### config.mk
export PLATFORM = sky130hd
export DESIGN_NAME = multiword_cla_adder_flat
export DESIGN_NICKNAME = d
export VERILOG_FILES = /design/src/rtl/multiword_cla_adder_if.sv /design/src/rtl/multiword_cla_adder.sv /design/src/flat_wrapper.sv
export SDC_FILE = /design/constraint.sdc
export NUM_CORES = 1
export LEC_CHECK = 0
export ABC_AREA = 0
export CAP_MARGIN = 30
export CORE_UTILIZATION = 52
export CTS_CLUSTER_SIZE = 25
export DETAILED_ROUTE_END_ITERATION = 10
export PLACE_DENSITY = 0.79
export SKIP_LAST_GASP = 1
export SYNTH_ARGS = -nofsm -noshare
export SYNTH_HDL_FRONTEND = slang
export SYNTH_SLANG_ARGS = --single-unit
### constraint.sdc
create_clock -name clk -period 1.9 [get_ports clk]
set_input_delay 0.475 -clock clk [delete_from_list [all_inputs] [get_ports clk]]
set_output_delay 0.475 -clock clk [all_outputs]
set_load 0.05 [all_outputs]
### src/rtl/multiword_cla_adder_if.sv
// Bus bundle for multiword_cla_adder: request, captured operands and registered results.
// The slave modport is the adder side; the master modport is the requester side.
interface multiword_cla_adder_if #(
  parameter int unsigned W = 16
);
  logic         start;
  logic [W-1:0] a;
  logic [W-1:0] b;
  logic         cin;
  logic         busy;
  logic         done;
  logic [W-1:0] sum;
  logic         cout;
  logic         ovf;

  modport master (
    output start, a, b, cin,
    input  busy, done, sum, cout, ovf
  );

  modport slave (
    input  start, a, b, cin,
    output busy, done, sum, cout, ovf
  );
endinterface

### src/rtl/multiword_cla_adder.sv
// Serial W-bit adder: one NBITS slice per cycle through a single Parameterized_CLA, carry
// rippled via a register. Optional signed-overflow flag under `MULTIWORD_CLA_OVF_EN.
module Parameterized_CLA #(
  parameter int unsigned nbits = 4
) (
  input  logic [nbits-1:0] A,
  input  logic [nbits-1:0] B,
  input  logic             Cin,
  output logic [nbits-1:0] S,
  output logic             Cout
);
  logic [nbits-1:0] w_g;
  logic [nbits-1:0] w_p;
  logic [nbits:0]   w_c;

  assign w_g = A & B;
  assign w_p = A ^ B;

  // Each carry is expanded as a flat sum of products of g/p terms and Cin.
  always_comb begin
    logic w_pp;
    w_c    = '0;
    w_c[0] = Cin;
    for (int i = 0; i < int'(nbits); i++) begin
      w_c[i+1] = w_g[i];
      w_pp     = w_p[i];
      for (int j = i - 1; j >= 0; j--) begin
        w_c[i+1] = w_c[i+1] | (w_pp & w_g[j]);
        w_pp     = w_pp & w_p[j];
      end
      w_c[i+1] = w_c[i+1] | (w_pp & Cin);
    end
  end

  assign S    = w_p ^ w_c[nbits-1:0];
  assign Cout = w_c[nbits];
endmodule

module multiword_cla_adder #(
  parameter int unsigned NBITS = 4,
  parameter int unsigned WORDS = 4
) (
  input logic                   clk,
  input logic                   rst_n,
  multiword_cla_adder_if.slave  io_bus
);
  localparam int unsigned W    = NBITS * WORDS;
  localparam int unsigned IdxW = (WORDS > 1) ? $clog2(WORDS) : 1;

  typedef enum logic [1:0] {StIdle, StRun, StDone} state_e;

  state_e            r_state;
  state_e            w_state_nxt;
  logic [W-1:0]      r_a;
  logic [W-1:0]      r_b;
  logic [W-1:0]      r_work;
  logic [W-1:0]      r_sum;
  logic              r_carry;
  logic              r_cout;
  logic              r_done;
  logic [IdxW-1:0]   r_idx;
  logic              w_load;
  logic              w_step;
  logic              w_finish;
  logic              w_last;
  logic [NBITS-1:0]  w_slice_s;
  logic              w_slice_cout;
  int unsigned       w_base;

  assign w_last = (r_idx == IdxW'(WORDS - 1));
  assign w_base = 32'(r_idx) * NBITS;

  Parameterized_CLA #(
    .nbits(NBITS)
  ) u_cla (
    .A    (r_a[NBITS-1:0]),
    .B    (r_b[NBITS-1:0]),
    .Cin  (r_carry),
    .S    (w_slice_s),
    .Cout (w_slice_cout)
  );

  always_ff @(posedge clk or negedge rst_n) begin
    if (!rst_n) r_state <= StIdle;
    else        r_state <= w_state_nxt;
  end

  always_comb begin
    w_state_nxt = r_state;
    w_load      = 1'b0;
    w_step      = 1'b0;
    w_finish    = 1'b0;
    unique case (r_state)
      StIdle: begin
        if (io_bus.start) begin
          w_load      = 1'b1;
          w_state_nxt = StRun;
        end
      end
      StRun: begin
        w_step = 1'b1;
        if (w_last) w_state_nxt = StDone;
      end
      StDone: begin
        w_finish = 1'b1;
        if (io_bus.start) begin
          w_load      = 1'b1;
          w_state_nxt = StRun;
        end else begin
          w_state_nxt = StIdle;
        end
      end
      default: w_state_nxt = StIdle;
    endcase
  end

  // In DONE a new load and the result commit share the edge; r_cout sees the old carry.
  always_ff @(posedge clk or negedge rst_n) begin
    if (!rst_n) begin
      r_a     <= '0;
      r_b     <= '0;
      r_work  <= '0;
      r_sum   <= '0;
      r_carry <= 1'b0;
      r_cout  <= 1'b0;
      r_done  <= 1'b0;
      r_idx   <= '0;
    end else begin
      r_done <= w_finish;
      if (w_load) begin
        r_a     <= io_bus.a;
        r_b     <= io_bus.b;
        r_carry <= io_bus.cin;
        r_idx   <= '0;
      end else if (w_step) begin
        r_work[w_base +: NBITS] <= w_slice_s;
        r_carry                 <= w_slice_cout;
        r_a                     <= r_a >> NBITS;
        r_b                     <= r_b >> NBITS;
        r_idx                   <= r_idx + 1'b1;
      end
      if (w_finish) begin
        r_sum  <= r_work;
        r_cout <= r_carry;
      end
    end
  end

`ifdef MULTIWORD_CLA_OVF_EN
  logic r_c_msb;
  logic r_ovf;

  // Carry into the MSB recovered from the MSB sum bit of the last slice.
  always_ff @(posedge clk or negedge rst_n) begin
    if (!rst_n) begin
      r_c_msb <= 1'b0;
      r_ovf   <= 1'b0;
    end else begin
      if (w_step && w_last) begin
        r_c_msb <= r_a[NBITS-1] ^ r_b[NBITS-1] ^ w_slice_s[NBITS-1];
      end
      if (w_finish) r_ovf <= r_c_msb ^ r_carry;
    end
  end

  assign io_bus.ovf = r_ovf;
`else
  assign io_bus.ovf = 1'b0;
`endif

  assign io_bus.busy = (r_state == StRun);
  assign io_bus.done = r_done;
  assign io_bus.sum  = r_sum;
  assign io_bus.cout = r_cout;
endmodule

### src/flat_wrapper.sv
// flat-port wrapper written by rule: the top's interface ports become plain ports
module multiword_cla_adder_flat 
#(
  parameter int unsigned NBITS = 4,
  parameter int unsigned WORDS = 4
)
  (clk, rst_n, io_bus_start, io_bus_a, io_bus_b, io_bus_cin, io_bus_busy, io_bus_done, io_bus_sum, io_bus_cout, io_bus_ovf);
  multiword_cla_adder_if #(.W((NBITS * WORDS))) io_bus_i ();
  input logic clk;
  input logic rst_n;
  input wire logic [$bits(io_bus_i.start)-1:0] io_bus_start;
  input wire logic [$bits(io_bus_i.a)-1:0] io_bus_a;
  input wire logic [$bits(io_bus_i.b)-1:0] io_bus_b;
  input wire logic [$bits(io_bus_i.cin)-1:0] io_bus_cin;
  output wire logic [$bits(io_bus_i.busy)-1:0] io_bus_busy;
  output wire logic [$bits(io_bus_i.done)-1:0] io_bus_done;
  output wire logic [$bits(io_bus_i.sum)-1:0] io_bus_sum;
  output wire logic [$bits(io_bus_i.cout)-1:0] io_bus_cout;
  output wire logic [$bits(io_bus_i.ovf)-1:0] io_bus_ovf;
  assign io_bus_i.start = io_bus_start;
  assign io_bus_i.a = io_bus_a;
  assign io_bus_i.b = io_bus_b;
  assign io_bus_i.cin = io_bus_cin;
  assign io_bus_busy = io_bus_i.busy;
  assign io_bus_done = io_bus_i.done;
  assign io_bus_sum = io_bus_i.sum;
  assign io_bus_cout = io_bus_i.cout;
  assign io_bus_ovf = io_bus_i.ovf;
  multiword_cla_adder #(.NBITS(NBITS), .WORDS(WORDS)) u_core (.clk(clk), .rst_n(rst_n), .io_bus(io_bus_i));
endmodule
==> results.py <==
metrics = {
    "outcome": {
        "outcome": "finished, final reports clean",
    },
    "placement": {
        "dp_hpwl_mm": 3.95,
        "pre_cts_ws_ns": -0.0900,
        "postPlaceCellArea_um2": 3650,
        "place_congestion": 0.804,
        "io_buffers": 54,
    },
    "critical_path": {
        "crit_arrival_ns": 2.10,
        "reg2reg_depth": 6,
        "slowest_stage": "dfrtp_1",
        "cpPeakStageDelay_ns": 0.41,
        "crit_chain": "ha_1, a21o_1, a2111oi_4, nor4_2, buf_4, a32o_1",
        "cp-end-kind": "register",
        "reg2reg_from": "u_core.r_a[0]",
        "critPathKind": "register to register",
        "r2r_slack_ns": 0.05,
        "critPathMaxFanout": 4,
        "reg2reg_to": "u_core.r_work[11]",
        "cp-start-kind": "register",
        "required_ns": 2.15,
    },
    "synth": {
        "ys_seq_elements": 71,
        "ys_seq_area_share_pct": 58.7,
        "synth_cell_types": 35,
        "async_reset_ff_share_pct": 100,
        "syn_area_um2": 3030,
        "synth-edff-count": 0,
        "syn-instance-count": 246,
        "syn_avg_cell_area_um2": 12.3,
        "yosysWarnings": 0,
        "synth_nets": 293,
        "synth-main-ff-cell": "dfrtp_1",
    },
    "routing": {
        "wl_per_cell_um": 14.9,
        "first_pass_iters": 4,
        "drc": 0,
        "finalWirelength_mm": 5.80,
        "vias_per_cell": 5.44,
        "drt_iter0_drc": 84,
        "postRouteAntennaNets": 0,
        "dr_total_vias": 2112,
    },
    "worst_hold_path": {
        "hold_class": "input port to asynchronous set/reset pin",
    },
    "pwr": {
        "p_comb_share_pct": 46.6,
        "p_leak_nw": 1.92,
        "power.total_mw": 7.17,
        "switching_power_mw": 2.90,
        "intPower_mw": 4.27,
        "peakVddDrop_v": 0.000960,
        "power.density_nw_per_um2": 1830,
        "switching_share_pct": 40.5,
        "clkPwrFrac_pct": 18.8,
        "seq_power_share_pct": 34.6,
    },
    "die": {
        "die_h_um": 78.3,
        "pin_count": 56,
        "rows": 27,
        "fp.coreArea_um2": 5570,
        "start_util_pct": 54.3,
        "die_x_um": 78.3,
        "die_area_um2": 6130,
    },
    "final_layout": {
        "final_layout_size_suffix_gt1_share_pct": 24.7,
        "nets": 358,
        "final_common_cell": "dfrtp_1",
        "syn2layout_area_growth_pct": 29.5,
        "final_core_util_pct": 70.3,
        "final_cell_area_um2": 3920,
        "diodes": 0,
        "final_cell_mix": "dfrtp_1, nand2_1, clkdlybuf4s50_1",
    },
    "timing": {
        "worst_slew_pin_slew_ns": 0.513,
        "fin_ws_ns": 0.0518,
        "hold_viol": 0,
        "slew_viol_final": 0,
        "relSlewSlack_pct": 65.6,
        "finalCritPeriodShare_pct": 97.3,
        "min_period_ns": 1.85,
        "setup_violations": 0,
        "final.setup_skew_ns": 0.0106,
        "max_freq_ghz": 0.541,
    },
    "global_route": {
        "antenna_found_initial": 0,
        "grt_max_degree": 72,
        "grt_overflow": 0,
        "first_global_vias": 2082,
        "grt_pass1_wl_mm": 9.99,
        "grtUsageTotal_pct": 21.7,
    },
    "flow_run": {
        "cap_violations": 0,
    },
    "cts": {
        "cts_root_buf": "clkbuf_8",
        "clockBufferDepth": 2,
        "holdBufCountCts": 0,
        "cts_tree": "yes",
        "h-tree-depth": 3,
        "clk_latency_ns": 0.35,
        "cts.sinks": 71,
        "clk_pin_slew_ns": 0.08,
        "cts_buffers": 9,
    },
}
[how the worst max path moves through the flow]
stage / slack, ns / start / cells after the start / to
after floorplan: 0.12 / u_core.r_state[1] / 3 / io_bus_busy
after global placement: -0.006 / u_core.r_b[0] / 6 / u_core.r_work[11]
after detailed placement: -0.09 / u_core.r_b[0] / 6 / u_core.r_work[11]
after CTS: -0.01 / u_core.r_a[0] / 6 / u_core.r_work[11]
after global routing: -0.005 / u_core.r_a[0] / 6 / u_core.r_work[11]
final: 0.05 / u_core.r_a[0] / 6 / u_core.r_work[11]
[sequential cells by signal, summed over array words and instances (netlist names)]
signal	flops
u_core.r_carry	1
u_core.io_bus.done	1
u_core.r_idx	2
u_core.r_b	16
u_core.r_state	2
u_core.io_bus.cout	1
u_core.io_bus.sum	16
u_core.r_work	16
u_core.r_a	16
[repair_timing]
item | in CTS | in global routing
setup buffers | 1 | 2
pin swaps | 0 | 3
setup endpoints to repair | 5 | 4
resized for setup | 2 | 0
[power by group through the flow]
stage                     Sequential, mW  Clock [mW]  Combinational [mW]
after detailed placement            2.52           0                3.23
after global placement              2.48           0                3.16
final                               2.48        1.35                3.34
after floorplan                     2.92           0                1.79
after CTS                           2.48        1.38                3.33
after global routing                2.57        1.44                3.64
[synthesized netlist by cell type (2+ instances only)]
cell type / instances / share of area (%)
a21oi_1: 2 / 0.33
a22o_1: 21 / 6.1
a22oi_1: 24 / 6.0
a32o_1: 4 / 1.3
buf_2: 6 / 0.99
buf_4: 2 / 0.50
clkbuf_1: 4 / 0.50
dfrtp_1: 71 / 59
ha_1: 10 / 4.1
inv_1: 4 / 0.50
mux2_2: 17 / 6.3
nand2_1: 53 / 6.6
nor2_2: 2 / 0.41
nor2b_1: 3 / 0.62
nor4_2: 2 / 0.83
o21ai_0: 2 / 0.33
[cell families after synthesis]
group,share of synthesized area [%]
fa+ha+maj,4.79
flops,58.7
xor+xnor,0.579
simple gates,11.1
buf+inv,2.60
mux,6.65
other cells,0.124
compound gates,15.5
[metal layers]
| metal | global-route usage (%) | part of all wire (%) | vias to the layer above |
|---|---|---|---|
| li1 | - | - | 1013 |
| met1 | 30.6 | 46 | 1029 |
| met2 | 31.6 | 47 | 63 |
| met3 | 4.42 | 5.4 | 7 |
| met4 | 11.7 | 1.6 | 0 |
| met5 | 0 | 0 | - |
[cell type report]
cell class                 count  area (µm²)
sequential                    71        1780
fill                         416        1650
multi-input combinational    158        1190
timing repair buffer          66         616
clock buffer                  10         138
clock inverter                 6        91.3
tap                           72        90.1
inverter                       5        21.3
[stage by stage]
step | hold slack, ns | TNS (ns) | cells
CTS | 0.149 | -0.0101 | 386
floorplan | 0.179 | 0 | 246
global placement | 0.459 | -0.00640 | 369
global route | 0.160 | -0.00547 | 388
detailed placement | 0.463 | -0.214 | 369
finish | 0.119 | 0 | 388
[worst max-delay path, delay by kind of cell, from the launching register on]
family	cells	cell delay (ns)
buf+inv	1	0.16
simple gates	1	0.09
fa+ha+maj	1	0.32
flops	1	0.41
compound gates	3	0.76
Power figures use the tool's default switching activity.
